### config.mk
export PLATFORM = sky130hd
export DESIGN_NAME = atuador_porta
export DESIGN_NICKNAME = d
export VERILOG_FILES = /design/src/rtl/atuador_porta.sv
export SDC_FILE = /design/constraint.sdc
export NUM_CORES = 1
export LEC_CHECK = 0
export ABC_AREA = 1
export CAP_MARGIN = 20
export CELL_PAD_IN_SITES_DETAIL_PLACEMENT = 1
export CELL_PAD_IN_SITES_GLOBAL_PLACEMENT = 1
export CORE_MARGIN = 2
export CORE_UTILIZATION = 35
export CTS_CLUSTER_DIAMETER = 120
export CTS_CLUSTER_SIZE = 40
export DETAILED_ROUTE_END_ITERATION = 8
export PLACE_DENSITY = 0.68
export RECOVER_POWER = 100
export SYNTH_ARGS = -nofsm -noshare
export SYNTH_HDL_FRONTEND = slang
export SYNTH_SLANG_ARGS = --single-unit
### constraint.sdc
create_clock -name clock -period 3.7 [get_ports clock]
set_input_delay 0.74 -clock clock [delete_from_list [all_inputs] [get_ports clock]]
set_output_delay 0.74 -clock clock [all_outputs]
set_load 0.005 [all_outputs]
### src/rtl/atuador_porta.sv
// Revolving-door actuator: debounces sensor status codes and drives
// motor, lock, alarm and busy outputs with timed actuations.
module atuador_porta #(
  parameter int DEBOUNCE     = 4,
  parameter int ROT_CYCLES   = 50,
  parameter int ALARM_CYCLES = 100,
  parameter int BLINK_HALF   = 10,
  parameter int CNT_W        = 8
) (
  input  logic       clock,
  input  logic       reset,
  input  logic [1:0] ledVerde,
  input  logic [1:0] ledVermelho,
  output logic       motor_fwd,
  output logic       motor_rev,
  output logic       trava,
  output logic       alarme,
  output logic       ocupado,
  output logic       erro
);

  localparam logic [3:0] C_IDLE  = 4'b0000;
  localparam logic [3:0] C_ENTRA = 4'b0100;
  localparam logic [3:0] C_METAL = 4'b0001;
  localparam logic [3:0] C_SAI   = 4'b1010;

  localparam logic [CNT_W-1:0] DEB_LAST = CNT_W'(DEBOUNCE - 1);
  localparam logic [CNT_W-1:0] DEB_MAX  = CNT_W'(DEBOUNCE);
  localparam logic [CNT_W-1:0] ROT_LAST = CNT_W'(ROT_CYCLES - 1);
  localparam logic [CNT_W-1:0] ALM_LAST = CNT_W'(ALARM_CYCLES - 1);
  localparam logic [CNT_W-1:0] BLK_LAST = CNT_W'(BLINK_HALF - 1);
  localparam logic [CNT_W-1:0] ONE      = CNT_W'(1);

  typedef enum logic [2:0] {
    REPOUSO,
    GIRA_FRENTE,
    GIRA_TRAS,
    ALARME,
    ESPERA
  } state_t;

  logic [3:0]       code_in;
  logic [3:0]       code_q;
  logic [3:0]       stable_q;
  logic [CNT_W-1:0] deb_q;
  logic             accept_q;

  state_t           state_q, state_d;
  logic [CNT_W-1:0] tmr_q, tmr_d;
  logic [CNT_W-1:0] blk_q, blk_d;
  logic             ph_q, ph_d;

  logic motor_fwd_q, motor_fwd_d;
  logic motor_rev_q, motor_rev_d;
  logic trava_q, trava_d;
  logic alarme_q, alarme_d;
  logic ocupado_q, ocupado_d;
  logic erro_q, erro_d;

  logic is_ent, is_sai, is_met, is_inv, is_rest;

  assign code_in = {ledVerde, ledVermelho};

  assign is_ent  = (stable_q == C_ENTRA);
  assign is_sai  = (stable_q == C_SAI);
  assign is_met  = (stable_q == C_METAL);
  assign is_inv  = !(is_ent || is_sai || is_met ||
                     stable_q == C_IDLE);
  assign is_rest = !(is_ent || is_sai || is_met);

  // Register the code, count stable cycles, pulse accept once per code
  always_ff @(posedge clock) begin
    if (reset) begin
      code_q   <= C_IDLE;
      stable_q <= C_IDLE;
      deb_q    <= '0;
      accept_q <= 1'b0;
    end else if (code_in != code_q) begin
      code_q   <= code_in;
      deb_q    <= ONE;
      accept_q <= (DEBOUNCE == 1);
      if (DEBOUNCE == 1) stable_q <= code_in;
    end else if (deb_q < DEB_MAX) begin
      deb_q    <= deb_q + ONE;
      accept_q <= (deb_q == DEB_LAST);
      if (deb_q == DEB_LAST) stable_q <= code_q;
    end else begin
      accept_q <= 1'b0;
    end
  end

  // State, timers and registered outputs
  always_ff @(posedge clock) begin
    if (reset) begin
      state_q     <= REPOUSO;
      tmr_q       <= '0;
      blk_q       <= '0;
      ph_q        <= 1'b0;
      motor_fwd_q <= 1'b0;
      motor_rev_q <= 1'b0;
      trava_q     <= 1'b1;
      alarme_q    <= 1'b0;
      ocupado_q   <= 1'b0;
      erro_q      <= 1'b0;
    end else begin
      state_q     <= state_d;
      tmr_q       <= tmr_d;
      blk_q       <= blk_d;
      ph_q        <= ph_d;
      motor_fwd_q <= motor_fwd_d;
      motor_rev_q <= motor_rev_d;
      trava_q     <= trava_d;
      alarme_q    <= alarme_d;
      ocupado_q   <= ocupado_d;
      erro_q      <= erro_d;
    end
  end

  // Next state and timer updates from the accepted code
  always_comb begin
    state_d = state_q;
    tmr_d   = tmr_q;
    blk_d   = blk_q;
    ph_d    = ph_q;
    unique case (state_q)
      REPOUSO: begin
        if (accept_q && is_ent) begin
          state_d = GIRA_FRENTE;
          tmr_d   = '0;
        end else if (accept_q && is_sai) begin
          state_d = GIRA_TRAS;
          tmr_d   = '0;
        end else if (accept_q && is_met) begin
          state_d = ALARME;
          tmr_d   = '0;
          blk_d   = '0;
          ph_d    = 1'b1;
        end
      end
      GIRA_FRENTE, GIRA_TRAS: begin
        if (accept_q && is_met) begin
          state_d = ALARME;
          tmr_d   = '0;
          blk_d   = '0;
          ph_d    = 1'b1;
        end else if (tmr_q == ROT_LAST) begin
          state_d = ESPERA;
          tmr_d   = '0;
        end else begin
          tmr_d = tmr_q + ONE;
        end
      end
      ALARME: begin
        if (accept_q && is_met) begin
          tmr_d = '0;
          blk_d = '0;
          ph_d  = 1'b1;
        end else if (tmr_q == ALM_LAST) begin
          state_d = ESPERA;
          tmr_d   = '0;
        end else begin
          tmr_d = tmr_q + ONE;
          if (blk_q == BLK_LAST) begin
            blk_d = '0;
            ph_d  = ~ph_q;
          end else begin
            blk_d = blk_q + ONE;
          end
        end
      end
      ESPERA: begin
        if (is_rest) state_d = REPOUSO;
      end
      default: begin
        state_d = REPOUSO;
        tmr_d   = '0;
      end
    endcase
  end

  // Outputs decoded from the upcoming state so they register with it
  always_comb begin
    motor_fwd_d = (state_d == GIRA_FRENTE);
    motor_rev_d = (state_d == GIRA_TRAS);
    trava_d     = !(state_d == GIRA_FRENTE ||
                    state_d == GIRA_TRAS);
    alarme_d    = (state_d == ALARME) && ph_d;
    ocupado_d   = (state_d != REPOUSO);
    erro_d      = accept_q && is_inv;
  end

  assign motor_fwd = motor_fwd_q;
  assign motor_rev = motor_rev_q;
  assign trava     = trava_q;
  assign alarme    = alarme_q;
  assign ocupado   = ocupado_q;
  assign erro      = erro_q;

endmodule
Word-level counts from Yosys, hierarchy flattened
Index checks and enable logic that the tools add are counted.
{"block": "totals", "register_bits": 43, "latch_bits": 0, "ram_bits": 0, "rom_bits": 0, "elab_cells": 97, "memories": 0}
{"block": "classes", "add_sub_neg": 3, "n_mul": 0, "div": 0, "magnitude_cmp": 1, "n_eq_ne": 19, "shift": 0, "n_mux": 33, "bitwise": 4, "reduce_logical": 22}
{"op": "$mux 8", "count": 13}
{"op": "$pmux 8 s4", "count": 1}
{"op": "$add 8x1->8 const B", "count": 3}
{"op": "$mux 3", "count": 8}
{"op": "$pmux 8 s3", "count": 1}
{"op": "$eq 3x2->1 const B", "count": 4}
{"op": "$pmux 3 s4", "count": 1}
{"op": "$eq 8x2->1 const B", "count": 1}
{"op": "$eq 8x4->1 const B", "count": 1}
{"op": "$eq 8x6->1 const B", "count": 1}
{"op": "$eq 8x7->1 const B", "count": 1}
{"op": "$lt 8x3->1 const B", "count": 1}
{"op": "$mux 1", "count": 8}
{"op": "$eq 3x1->1 const B", "count": 2}
{"op": "$reduce_bool 3->1", "count": 2}
{"op": "$logic_and 1x1->1", "count": 5}
{"op": "$eq 4x1->1 const B", "count": 1}
{"op": "$eq 4x3->1 const B", "count": 1}
{"op": "$eq 4x4->1 const B", "count": 1}
{"op": "$logic_not 4->1", "count": 1}
{"op": "$logic_or 1x1->1", "count": 4}
{"op": "$ne 2x2->1 const B", "count": 2}
{"op": "$ne 4x4->1", "count": 1}
{"op": "$ne 4x4->1 const B", "count": 1}
{"op": "12 further kinds", "count": 17}

Depth between registers and ports, before layout
{"block": "depth", "depth_word": 9, "mapped_depth": 12}

Worst setup path before layout
OpenSTA, ideal clock, no wires.
{"block": "synth_timing", "kind": "input to register", "start": "input port ledVermelho[1]", "end": "register stable_q[0]", "t_arrival_ps": 1425, "required_ps": 3586, "path_slack_ps": 2161, "path_stages": 6, "n_path_buf": 0, "cell_sequence": "xor2_1 nor2_1 and2_1 nand3b_2 nor2_1 nor2_1"}
{"block": "synth_between", "elab_chain_cells": 3}
{"item": "start, declared", "line_no": "13", "source": "input logic [1:0] ledVermelho,"}
{"item": "$ne 4x4->1", "line_no": "78", "source": "end else if (code_in != code_q) begin"}
{"item": "$not 1->1 (no source line)"}
{"item": "$reduce_and 3->1 (no source line)"}
{"item": "end signal, assigned", "line_no": "82", "source": "if (DEBOUNCE == 1) stable_q <= code_in;"}
{"item": "end signal, assigned", "line_no": "86", "source": "if (deb_q == DEB_LAST) stable_q <= code_q;"}
{"item": "end, declared", "line_no": "44", "source": "logic [3:0] stable_q;"}
Every way passes these cells.
A chain may end at the register's enable or synchronous reset.

Final worst setup path
{"block": "layout_timing", "start": "register stable_q[3]", "end": "register tmr_q[1]"}
{"block": "layout_between", "elab_chain_cells": 5, "word_cells_on_any_way": 13, "classes_between": "4 x eq/ne; 5 x mux; 4 x reduce/logical"}
{"item": "$eq 4x4->1", "line_no": "65", "source": "assign is_sai = (stable_q == C_SAI);"}
{"item": "$logic_and 1x1->1", "line_no": "130", "source": "end else if (accept_q && is_sai) begin"}
{"item": "$mux 8", "line_no": "130"}
{"item": "$mux 8", "line_no": "127", "source": "if (accept_q && is_ent) begin"}
{"item": "$pmux 8 s4", "line_no": "125", "source": "unique case (state_q)"}
{"item": "end signal, assigned", "line_no": "107", "source": "tmr_q <= tmr_d;"}
{"item": "end, declared", "line_no": "49", "source": "logic [CNT_W-1:0] tmr_q, tmr_d;"}
Parallel ways exist; a longest one is shown, timed or not.

==> impl_metrics.csv <==
group,metric,value,unit
placement,dpl.hpwl,3770,um
power_and_ir_drop,cellLeakagePower,0.00114,uW
final_layout,final_util,0.410,
worst_setup_path,rr_startpoint,"stable_q[3]$_SDFFE_PP0P_",
final_layout,area_delta_synth_final,11.2,%
synth,synth_edf_count,0,
worst_setup_path,cp.required,3890,ps
job,max_cap_violations,0,
global_routing,grt_max_degree,20,
worst_setup_path,crit_type,"reg2reg",
final_layout,mostFrequentLayoutCells,"nand2_1 (81), nor2_1 (55), inv_1 (45)",
route,wl,5170,um
synth,synthArstFlopShare,0,
clock_tree,clock_latency,300,ps
worst_setup_path,worst_setup_path_start_kind,"register",
clock_tree,cts_root_buffer,"clkbuf_8",
worst_setup_path,r2r_slack,1330,ps
die,initial_utilization,0.368,
clock_tree,cts.repair.resized,0,
worst_setup_path,cp.arrival,2560,ps
synth,synth_area,2210,um2
power_and_ir_drop,p_total,859,uW
power_and_ir_drop,p_per_area,350,nW/um2
synth,syn_avg_cell_area,6.92,um2
route,wire_per_inst,12.6,um
route,postRouteAntennaNets,0,
global_routing,antenna_found_initial,0,
min_path,hold_path.class,"reg2reg",
route,first_pass_iters,4,
placement,port_buffers,11,
global_routing,grtUsageTotal,0.163,
global_routing,grt_pass1_vias,1995,
synth,synth_cell_types,30,
clock_tree,post_cts_buffers,0,
global_routing,grt_pass1_wl,9380,um
synth,synth_top_family_by_area,"simple AND/OR/NAND/NOR gates",
synth,synth_cells,319,
timing,period_share,0.641,
timing,maxSlewHeadroom,0.430,
final_layout,regArea,861,um2
clock_tree,cts_sinks,43,
min_path,holdPathStages,2,
min_path,worstHoldEndpoint,"deb_q[6]$_SDFFE_PP0N_",
worst_setup_path,r2r_cells,8,
timing,slew_viol_final,0,
global_routing,grt_overflow,0,
synth,synth-xor-area-share,0.0238,
timing,fmax,422,MHz
worst_setup_path,path_max_fanout,19,
clock_tree,hold_buffers,0,
timing,period_needed,2370,ps
route,drtIter0Drc,74,
die,ios,12,
timing,fin_skew,6.98,ps
worst_setup_path,end_kind,"register",
clock_tree,cts_buffer_depth,2,
clock_tree,cts_max_level,2,
final_layout,nets,345,
timing,worstMarginPinSlew,853,ps
synth,post_synth_mux_area_share,0,
worst_setup_path,timing.rr.end,"tmr_q[1]$_SDFFE_PP0P_",
timing,fin_setup_tns,0,ps
final_layout,diodes,0,
placement,gp_congestion,0.767,
power_and_ir_drop,vdd_ir_drop_max,0.000226,V
synth,ys_seq_area_frac,0.390,
synth,yosysWarnings,0,
clock_tree,clk_pin_slew,80,ps
worst_setup_path,startpoint,"stable_q[3]$_SDFFE_PP0P_",
final_layout,layout_commonest_cell,"nand2_1",
synth,ys.flop_type,"dfxtp_1",
die,rows,28,
final_layout,multiInputGateArea,1100,um2
route,drcViolationCount,0,
timing,finalSetupViolations,0,
final_layout,drive_gt1_frac,0.0629,
synth,ys_ff_latch,43,
route,num_vias,1976,
final_layout,fill_cells,772,
synth,synth_area_leaders,"dfxtp_1 (39%), nand2_1 (14%), nor2_1 (9.2%), inv_1 (7.5%), nand3_1 (6.1%)",
synth,yosysTopAreaCell,"dfxtp_1",
outcome,status,"completed",
synth,yosysTopAreaCellShare,0.390,
min_path,holdCritStartpoint,"deb_q[6]$_SDFFE_PP0N_",
synth,yosys.area_share.adder,0.0283,
route,vias_per_cell,4.83,
die,die_area,6960,um2
synth,synthSimpleGateAreaFrac,0.376,
die,core_area,5990,um2
clock_tree,cts_made_buffers,5,
synth,syn_nets,330,
timing,hold_violations,0,
synth,synth_compound_area_frac,0.0907,
die,die_h,83.4,um
die,dieWidth,83.4,um
clock_tree,cts_tree,"done",
timing,rsz0062_at_grt,"false",
==> state kept, by name, summed over array words and instances (netlist names), 3 cells and up <==
name / flops
code_q: 4
stable_q: 4
state_q: 3
deb_q: 8
tmr_q: 8
blk_q: 8
==> synth_stat cells (all sizes together), types with 3 or more instances <==
library cell,instances
dfxtp,43
a21oi,16
nand3,28
nand4,4
nor2,62
clkbuf,3
inv,46
o21ai,4
o2111ai,3
nand3b,3
o211ai,3
nand2,85
ha,5
xor2,6
==> stage by stage <==
step / hold slack [ps] / setup slack (ps) / cells / cell area, um2
detailed placement: 420 / 1330 / 402 / 2390
CTS: 434 / 1630 / 409 / 2500
floorplan: 408 / 2160 / 319 / 2210
global route: 449 / 1080 / 409 / 2450
finish: 433 / 1330 / 409 / 2450
global placement: 421 / 1380 / 402 / 2390
==> metal layers <==
metal,part of all wire,global-route usage
met1,0.50,0.220
met2,0.46,0.266
met3,0.023,0.0338
met4,0.015,0.0440
met5,0,0
==> worst max-delay path by stage <==
stage / depth (start not counted) / slack (ps) / endpoint
2_1_floorplan: 6 / 2160 / stable_q[0]$_SDFFE_PP0P_
3_3_place_gp: 5 / 1380 / deb_q[2]$_SDFFE_PP0N_
3_5_place_dp: 5 / 1330 / deb_q[2]$_SDFFE_PP0N_
4_1_cts: 5 / 1630 / deb_q[2]$_SDFFE_PP0N_
5_1_grt: 9 / 1080 / tmr_q[6]$_SDFFE_PP0P_
6_report: 8 / 1330 / tmr_q[1]$_SDFFE_PP0P_
==> logic make-up (layout without fill, tap and decap cells) <==
| group | Yosys count | after routing |
|---|---|---|
| buffers and inverters | 50 | 65 |
| xor gates and xnor gates | 6 | 6 |
| adders and majority gates | 5 | 5 |
| DFF | 43 | 43 |
| AOI/OAI and AO/OA | 30 | 30 |
| and+or+nand+nor | 185 | 185 |
==> power breakdown <==
group	total, uW	leakage (uW)	internal (uW)	switching [uW]
Clock	367	0.0000502	197	170
Combinational	23.9	0.000737	10.2	13.8
Sequential	468	0.000348	466	2.05
==> worst max-delay path, cell delays in order, from the launching register on <==
cell,delay [ps]
dfxtp_1,360
nor2_2,140
nand3_1,620
nand2_1,330
nor2_2,40
nor2_1,380
inv_1,210
nand2_1,110
a21oi_1,60
==> cell type report <==
type,instances,area share
sequential,43,0.351
multi-input combinational,226,0.449
clock inverter,2,0.0153
clock buffer,5,0.0280
inverter,46,0.0704
tap,75,0.0382
timing repair buffer,12,0.0479
Power figures use the tool's default switching activity.
